[src/rtl/text_plane_gen.sv]
// text_plane_gen: text-mode pixel generator; char RAM -> glyph ROM -> 1-bit pixels into the VGA pixel FIFO.
// Ports: clk/rst (async, active-high); enable starts frames; char_addr/char_rdata and font_addr/font_rdata
// are synchronous-read memory ports; fifo_wr_en/fifo_wdata {sof, eol, pixel} feed the FIFO, throttled by
// fifo_afull; busy, frame_done report progress; cursor_col/cursor_row place the block cursor.
// Optional blinking cursor overlay: define TEXT_PLANE_CURSOR_EN.
module text_plane_gen #(
    parameter int H_ACTIVE       = 640,
    parameter int V_ACTIVE       = 480,
    parameter int CHARS_PER_WORD = 3,
    parameter int FONT_H         = 8,
    parameter int ADDR_W         = 11
) (
    input  logic                          clk,
    input  logic                          rst,
    input  logic                          enable,
    output logic [ADDR_W-1:0]             char_addr,
    input  logic [8*CHARS_PER_WORD-1:0]   char_rdata,
    output logic [7+$clog2(FONT_H):0]     font_addr,
    input  logic [7:0]                    font_rdata,
    input  logic                          fifo_afull,
    output logic                          fifo_wr_en,
    output logic [2:0]                    fifo_wdata,
    output logic                          busy,
    output logic                          frame_done,
    input  logic [6:0]                    cursor_col,
    input  logic [5:0]                    cursor_row
);
    localparam int COLS = H_ACTIVE / 8;
    localparam int WPR  = (COLS + CHARS_PER_WORD - 1) / CHARS_PER_WORD;
    localparam int FH_W = $clog2(FONT_H);
    localparam int XW   = $clog2(H_ACTIVE);
    localparam int YW   = $clog2(V_ACTIVE);
    localparam int LW   = CHARS_PER_WORD > 1 ? $clog2(CHARS_PER_WORD) : 1;
    localparam logic [1:0] IDLE = 2'd0, RUN = 2'd1, DRAIN = 2'd2;

    logic [1:0]        state;
    logic [XW-1:0]     x;
    logic [YW-1:0]     y;
    logic [LW-1:0]     lane;
    logic [ADDR_W-1:0] word_idx, row_base;
    logic              advance, issue, x_end, y_end, row_end, cur_hit, blink, inv;
    logic [7:0]        lane_code;
    logic              s0_valid, s0_sof, s0_eol, s0_last, s0_cur;
    logic [2:0]        s0_xb;
    logic [FH_W-1:0]   s0_gr;
    logic [LW-1:0]     s0_lane;
    logic              s1_valid, s1_sof, s1_eol, s1_last, s1_cur;
    logic [2:0]        s1_xb;
    logic              w_last;

    always_comb begin
        advance   = !fifo_afull;
        issue     = (state == RUN) && advance;
        x_end     = x == XW'(H_ACTIVE - 1);
        y_end     = y == YW'(V_ACTIVE - 1);
        row_end   = y[FH_W-1:0] == FH_W'(FONT_H - 1);
        cur_hit   = (7'(x >> 3) == cursor_col) && (6'(y >> FH_W) == cursor_row);
        lane_code = char_rdata[8*s0_lane +: 8];
        inv       = s1_cur & ~blink;
        busy      = (state != IDLE) | s0_valid | s1_valid | fifo_wr_en;
    end

    // Counters walk the frame; the text-row base steps by WPR so no multiplier is needed.
    always_ff @(posedge clk or posedge rst) begin
        if (rst) begin
            state    <= IDLE;
            x        <= '0;
            y        <= '0;
            lane     <= '0;
            word_idx <= '0;
            row_base <= '0;
        end else if (state == IDLE) begin
            if (enable) begin
                state    <= RUN;
                x        <= '0;
                y        <= '0;
                lane     <= '0;
                word_idx <= '0;
                row_base <= '0;
            end
        end else if (issue) begin
            x <= x_end ? '0 : x + 1'b1;
            if (x_end) begin
                lane     <= '0;
                word_idx <= '0;
                y        <= y_end ? '0 : y + 1'b1;
                row_base <= y_end ? '0 : row_end ? row_base + ADDR_W'(WPR) : row_base;
                if (y_end && !enable)
                    state <= DRAIN;
            end else if (x[2:0] == 3'd7) begin
                lane     <= (lane == LW'(CHARS_PER_WORD - 1)) ? '0 : lane + 1'b1;
                word_idx <= (lane == LW'(CHARS_PER_WORD - 1)) ? word_idx + 1'b1 : word_idx;
            end
        end else if (state == DRAIN && !busy_pipe(s0_valid, s1_valid, fifo_wr_en)) begin
            state <= IDLE;
        end
    end

    function automatic logic busy_pipe(input logic a, input logic b, input logic c);
        return a | b | c;
    endfunction

    // Whole pipeline freezes on !advance so the memory outputs stay aligned with their stage.
    always_ff @(posedge clk or posedge rst) begin
        if (rst) begin
            char_addr  <= '0;
            font_addr  <= '0;
            fifo_wr_en <= 1'b0;
            fifo_wdata <= '0;
            frame_done <= 1'b0;
            w_last     <= 1'b0;
            s0_valid   <= 1'b0;
            s0_sof     <= 1'b0;
            s0_eol     <= 1'b0;
            s0_last    <= 1'b0;
            s0_cur     <= 1'b0;
            s0_xb      <= '0;
            s0_gr      <= '0;
            s0_lane    <= '0;
            s1_valid   <= 1'b0;
            s1_sof     <= 1'b0;
            s1_eol     <= 1'b0;
            s1_last    <= 1'b0;
            s1_cur     <= 1'b0;
            s1_xb      <= '0;
        end else begin
            fifo_wr_en <= advance & s1_valid;
            frame_done <= fifo_wr_en & w_last;
            if (advance) begin
                s0_valid   <= issue;
                char_addr  <= row_base + word_idx;
                s0_xb      <= x[2:0];
                s0_gr      <= y[FH_W-1:0];
                s0_lane    <= lane;
                s0_sof     <= (x == '0) && (y == '0);
                s0_eol     <= x_end;
                s0_last    <= x_end && y_end;
                s0_cur     <= cur_hit;
                s1_valid   <= s0_valid;
                font_addr  <= {lane_code, s0_gr};
                s1_xb      <= s0_xb;
                s1_sof     <= s0_sof;
                s1_eol     <= s0_eol;
                s1_last    <= s0_last;
                s1_cur     <= s0_cur;
                fifo_wdata <= {s1_sof, s1_eol, font_rdata[3'd7 - s1_xb] ^ inv};
                w_last     <= s1_last;
            end
        end
    end

`ifdef TEXT_PLANE_CURSOR_EN
    logic [4:0] frame_cnt;

    always_ff @(posedge clk or posedge rst) begin
        if (rst)
            frame_cnt <= '0;
        else if (frame_done)
            frame_cnt <= frame_cnt + 1'b1;
    end

    always_comb blink = frame_cnt[4];
`else
    always_comb blink = 1'b1;
`endif

endmodule
[config.mk]
export PLATFORM = sky130hd
export DESIGN_NAME = text_plane_gen
export DESIGN_NICKNAME = d
export VERILOG_FILES = /design/src/rtl/text_plane_gen.sv
export SDC_FILE = /design/constraint.sdc
export NUM_CORES = 1
export LEC_CHECK = 0
export ABC_AREA = 1
export BUFFER_PORTS_ARGS = -buffer_cell sky130_fd_sc_hd__buf_4
export CORE_MARGIN = 8
export CORE_UTILIZATION = 61
export CTS_CLUSTER_SIZE = 30
export DETAILED_ROUTE_END_ITERATION = 10
export PLACE_DENSITY = 0.83
export SLEW_MARGIN = 20
export SYNTH_ARGS = -nofsm -noshare
export SYNTH_HDL_FRONTEND = slang
export SYNTH_SLANG_ARGS = --single-unit
[constraint.sdc]
create_clock -name clk -period 6.1 [get_ports clk]
set_input_delay 0.61 -clock clk [delete_from_list [all_inputs] [get_ports clk]]
set_output_delay 0.61 -clock clk [all_outputs]
set_load 0.005 [all_outputs]
==> results of run 1 <==
==> power by group through the flow <==
stage	logic, W	registers (W)	clock network (W)
after CTS	0.000872	0.000907	0.000423
after global routing	0.000981	0.000931	0.000448
after detailed placement	0.000866	0.000919	0
after global placement	0.000837	0.000908	0
final	0.000868	0.000909	0.000415
after floorplan	0.000633	0.000882	0
==> state kept, by name, indices dropped and copies added, names as in the netlist, 2 cells and up <==
| signal | cells |
|---|---|
| lane | 2 |
| fifo_wdata | 3 |
| s1_xb | 3 |
| word_idx | 11 |
| s0_xb | 3 |
| y | 9 |
| char_addr | 11 |
| s0_lane | 2 |
| row_base | 11 |
| font_addr | 11 |
| s0_gr | 3 |
| x | 10 |
| state | 2 |
==> cell type report <==
type                    count  area [sq um]  share of cell area
clock buffers               9           124              0.0207
clock inverters             7          76.3              0.0128
inverters                  77           299              0.0500
multi-input cells         498          2560               0.428
flip-flops and latches     92          2300               0.385
well taps                 108           135              0.0226
repair buffers             64           480              0.0804
==> cell families after synthesis <==
logic type / Yosys count / synth area share
AND/OR/NAND/NOR: 370 / 0.318
flip-flops: 92 / 0.438
adder cells (fa/ha/maj): 19 / 0.0466
buffers and inverters: 93 / 0.0757
XOR/XNOR: 7 / 0.0117
AO/OA/AOI/OAI: 102 / 0.110
==> stage by stage <==
| stage | instances | instance area, sq um | util | hold slack, ns |
|---|---|---|---|---|
| after floorplan | 683 | 5260 | - | 0.433 |
| after global placement | 839 | 5780 | 0.675 | 0.444 |
| after detailed placement | 839 | 5780 | 0.675 | 0.451 |
| after CTS | 855 | 5980 | 0.699 | 0.321 |
| after global routing | 855 | 5980 | 0.699 | 0.352 |
| final | 855 | 5980 | 0.699 | 0.302 |
==> metal layers <==
layer,track usage,vias up
li1,-,2338
met1,0.266,2179
met2,0.335,130
met3,0.0431,15
met4,0.0714,0
met5,0,-
==> Yosys cell counts, drive strengths merged (2+ instances only) <==
master and count:
xor2 6, nor4 2, clkbuf 9, buf 7
nand2 206, o21ai 73, ha 18, nand3 37
nand4 16, nor3 11, o21bai 2, a31oi 9
nor2 87, nand3b 8, a21oi 14, inv 76
dfrtp 92, or2 2
==> final timing paths <==
check | start | endpoint | slack (ns) | cells after the start
max in group asynchronous | rst | font_addr[1] | 4.69 | 3
min in group clk | s0_xb[1] | s1_xb[1] | 0.47 | 2
min | rst | frame_done | 0.30 | 2
min reg2reg | s0_xb[1] | s1_xb[1] | 0.47 | 2
max | fifo_afull | y[3] | 4.07 | 8
max reg2reg | word_idx[0] | char_addr[8] | 4.13 | 10
==> metrics.txt, run 1 <==
leakage dissipation 3.03 nW; DIE WIDTH ~110 um; CTS sink count 92; setup bufs post-CTS 0; P_sw between 0.0009 and 0.001 W; CTS root buf clkbuf_8; Comb power frac 0.396; FILL cells 692; power per standard cell area 367 nW/um^2; Ys Warns 0; ratio of cells with drive above 1 in the final layout 0.165; Initial Util 0.615; post-synthesis area per instance just under 8 sq um; Top Layer Used met4; gpl congestion just under 0.9; total of max-cap violations 0; Metal-1 WL 5460 um; period utilisation layout 0.332; initial antenna violation count 0; Fin. Hold Viols 0; ys flop type dfrtp_1; Detailed Routing Iterations Pass 1 5; post-route ant nets 0; Worst Path Arrival 2.29 ns; critical path launch point type input port; Final setup viols 0; FMAX a little under 500 MHz; syn_nets ~750; most common cell after layout, fill and taps aside nand2_1; ys async rst share 1.00; port bufs between 60 and 70; RSZ-0062 raised after global routing no; fin nets 810; sequential power share 0.414; final wirelength 11800 um; Area Growth Syn to Fin 13.6%; antenna cells 0; Crit. End Element flip-flop; CTS HTree Levels 3; number of synthesized flops with an enable pin 0; DR WL/cell 13.8 um; CTS tree yes; min-delay worst type in -> async; worst path bufs/invs 3; via count between 4000 and 5000; Tot Pwr 0.00219 W; Die Y 109 um; run status complete, no violations; DRC violations left 0; CP delay by family, top buffers and inverters; VDD IR-drop max a little under 0.2 mV; most frequent cells in the layout 197 x nand2_1, 92 x dfrtp_1, 82 x nor2_1; die area 11800 sq um; vias in the first global route 4277; Switching Fraction 0.425; post_cts resized 0; Crit Path Max Fanout 46; flip-flop and latch count after synthesis between 90 and 100; Worst Tran Pin Value between 0.6 and 0.7 ns; Clk pwr share 0.189; Final WS setup 4.07 ns; hpwl dp 8680 um; clock skew about 0.02 ns; Via density 5.45; TNS Setup 0 ns; total CTS buffers 9; CTS Buffer Depth 2; met2 wire len 5320 um; initial DRC count 324; Synth Instances 683; Slew Viols, Final 0; post-layout min period a little over 2 ns; Netlist Area Pre-Place 5260 sq um; num ports 77; first-pass GRT wire length 19600 um; CP most frequent cell inv_4; CP required 6.36 ns; Core ar. 8550 sq um; Max-slew headroom 0.552; Site Rows 34; sequential area share after synthesis 0.438; cell-internal power between 0.001 and 0.0015 W; Synth cell types 40; GRT Overall Usage 0.205; DP Worst Slack between 3 and 4 ns; largest net degree at the start of global routing 55; cell taking the most area after synthesis dfrtp_1; Synth top area share 0.438; slowest CP cell inv_4; cells along the critical path buf_4 -> inv_4 -> nand3_2 -> nand2_4 -> nand2_8 -> inv_4 -> o21ai_1 -> and2_1; total gr overflow 0; leading post-synthesis cells by cell area dfrtp_1 44%, nand2_1 14%, nor2_1 5.9%; critical path's largest stage delay roughly 0.39 ns; CTS hold repair buffers 0; CTS clk-pin slew, worst paths 0.11 ns; clk_lat worst skew 0.38 ns; Setup CP Type in -> reg; WL met3 808 um
Power figures use the tool's default switching activity.
==> run 2, diff against run 1 <==
--- a/config.mk
+++ b/config.mk
@@ -5,13 +5,13 @@
 export SDC_FILE = /design/constraint.sdc
 export NUM_CORES = 1
 export LEC_CHECK = 0
-export ABC_AREA = 1
+export ABC_AREA = 0
 export BUFFER_PORTS_ARGS = -buffer_cell sky130_fd_sc_hd__buf_4
 export CORE_MARGIN = 8
-export CORE_UTILIZATION = 61
+export CORE_UTILIZATION = 57
 export CTS_CLUSTER_SIZE = 30
 export DETAILED_ROUTE_END_ITERATION = 10
-export PLACE_DENSITY = 0.83
+export PLACE_DENSITY = 0.79
 export SLEW_MARGIN = 20
 export SYNTH_ARGS = -nofsm -noshare
 export SYNTH_HDL_FRONTEND = slang
==> constraint.sdc (replaced) <==
create_clock -name clk -period 2.1 [get_ports clk]
set_input_delay 0.21 -clock clk [delete_from_list [all_inputs] [get_ports clk]]
set_output_delay 0.21 -clock clk [all_outputs]
set_load 0.005 [all_outputs]
==> run 2 against run 1 <==
The run now ends with negative hold slack left; largest cell class unchanged; design area fell by 2.9%; register-to-register slack got worse by 4.0 ns; area after synthesis fell by 7.6%; non-clock buffer count rose by 19; via count fell by 14%; critical endpoint is now busy; clock power rose to 3.1 times the previous value.
==> metrics.txt, run 2 <==
run status complete, but fails checks; failing checks negative hold slack; Switching Fraction 0.275; Core ar. 8260 sq um; slowest CP cell dfrtp_1; Synth cell types 54; port bufs 63; DR WL/cell between 15 and 20 um; Netlist Area Pre-Place 4860 sq um; Worst Path Arrival 1.81 ns; DRC violations left 0; Final WS setup between 0.08 and 0.09 ns; CTS clk-pin slew, worst paths 0.08 ns; via count 4032; initial antenna violation count 0; Die Y between 100 and 150 um; Comb power frac 0.192; Clk pwr share 0.298; num ports 77; fin nets 644; CTS tree yes; Setup CP Type reg -> out; syn_nets 571; final wirelength 11000 um; DIE WIDTH roughly 110 um; ratio of cells with drive above 1 in the final layout 0.225; largest net degree at the start of global routing 93; most frequent cells in the layout 91 x dfrtp_1, 82 x buf_4, 60 x o21ai_0; GRT Overall Usage 0.192; post-layout min period between 2 and 2.5 ns; CTS Buffer Depth 2; post-route ant nets 0; VDD IR-drop max 0.392 mV; CP required 1.89 ns; total of max-cap violations 0; Synth top area share 0.474; period utilisation layout 0.962; post-route design area 5800 sq um; gpl congestion 0.891; Detailed Routing Iterations Pass 1 4; Synth Instances 503; final core occ 0.703; first-pass GRT wire length approximately 18000 um; Via density 5.88; total CTS buffers 9; DP Worst Slack 0.00478 ns; CTS root buf clkbuf_8; total gr overflow 0; sequential area share after synthesis 0.474; power per standard cell area 755 nW/um^2; cell taking the most area after synthesis dfrtp_1; ys flop type dfrtp_1; leading post-synthesis cells by cell area dfrtp_1 47%, o21ai_0 6.2%, ha_1 4.6%; CTS hold repair buffers 0; Initial Util 0.588; Fin. Hold Viols 21; count leader, synth dfrtp_1; placed instance area around 5500 sq um; most common cell after layout, fill and taps aside dfrtp_1; post-synthesis area per instance 9.66 sq um; CTS HTree Levels 3; Site Rows 33; hpwl dp between 8000 and 9000 um; leakage dissipation 2.74 nW; Max-slew headroom 0.572; P_sw approximately 0.0012 W; clock skew 0.00680 ns; cells along the critical path or2_2 -> or4_1 -> buf_4; Crit Path Max Fanout 8; number of synthesized flops with an enable pin 0; initial DRC count 227; Area Growth Syn to Fin 19.5%; antenna cells 0; Crit. End Element output pin; critical path's largest stage delay 0.48 ns; die area 11700 sq um; ys async rst share 1.00; FMAX 495 MHz; RSZ-0062 raised after global routing yes; Hold WS -0.0160 ns; Slew Viols, Final 0; clk_lat worst skew 0.35 ns; Ys Warns 0; Final setup viols 0; sequential power share 0.510; CTS sink count 92; Synth top cells by count 92 x dfrtp_1, 60 x o21ai_0, 46 x nor2_1; min-delay worst type in -> async; critical path launch point type flip-flop; Worst Tran Pin Value 0.641 ns; vias in the first global route between 3000 and 4000; flip-flop and latch count after synthesis 92; cell-internal power 0.00317 W
## run 2: cell types whose count changed after synthesis, sizes merged, moves of 10 or more
cell,delta
nand2,-169
inv,-53
nor2,-40
mux2,+18
a211oi,+11
nand3,-11
nand4,-10
## run 2: kinds of logic after synthesis
family	share of synthesized area
DFF	0.474
AOI/OAI and AO/OA	0.174
buffers and inverters	0.0358
and+or+nand+nor	0.166
adders and majority gates	0.0505
xor gates and xnor gates	0.0307
muxes	0.0696
## run 2: power groups by stage
stage          registers, W  clock network [W]  logic (W)
3_3_place_gp        0.00225                  0   0.000820
5_1_grt             0.00227            0.00140   0.000947
3_5_place_dp        0.00226                  0   0.000841
6_report            0.00223            0.00130   0.000841
2_1_floorplan       0.00219                  0   0.000538
4_1_cts             0.00223            0.00133   0.000846
## run 2: worst paths after layout
check | depth (start not counted) | slack (ns) | from | end
setup / recovery | 3 | 0.08 | state[1] | busy
hold / removal | 3 | -0.02 | rst | char_addr[4]
setup reg to reg | 6 | 0.10 | state[1] | y[4]
hold reg to reg | 2 | 0.48 | s0_xb[1] | s0_xb[1]
max in group asynchronous | 3 | 1.75 | rst | state[0]
min in group clk | 3 | 0.12 | char_rdata[20] | font_addr[7]
## run 2: final cells by class
| cell class | instances | area [sq um] |
|---|---|---|
| Tap cell | 105 | 131 |
| Timing Repair Buffer | 83 | 636 |
| Inverter | 23 | 90.1 |
| Sequential cell | 92 | 2300 |
| Fill cell | 607 | 2450 |
| Clock buffer | 12 | 145 |
| Clock inverter | 4 | 72.6 |
| Multi-Input combinational cell | 367 | 2430 |
## run 2: critical path: cells and delay by family (launching register included)
kind          cells  cell delay [ns]
simple gates      2             0.82
flops             1             0.48
buf+inv           1             0.15
## run 2: what timing repair did
action / 4_1_cts / 5_1_grt
setup endpoints to repair: 1 / 26
pin swaps: 0 / 3
setup buffers: 0 / 2
resized for setup: 1 / 8
## run 2: stage by stage
step | total power (W) | TNS (ns) | std cells
after floorplan | 0.00273 | 0 | 503
after global placement | 0.00307 | 0 | 668
after detailed placement | 0.00310 | 0 | 668
after CTS | 0.00440 | 0 | 684
after global routing | 0.00462 | -0.133 | 686
final | 0.00438 | 0 | 686
## run 2: per-layer routing
| metal | wire length, um | part of all wire | vias up | GRT usage |
|---|---|---|---|---|
| li1 | - | - | 1961 | - |
| met1 | 4920 | 0.45 | 1940 | 0.260 |
| met2 | 5050 | 0.46 | 114 | 0.295 |
| met3 | 778 | 0.071 | 17 | 0.0405 |
| met4 | 199 | 0.018 | 0 | 0.0762 |
| met5 | 0 | 0 | - | 0 |
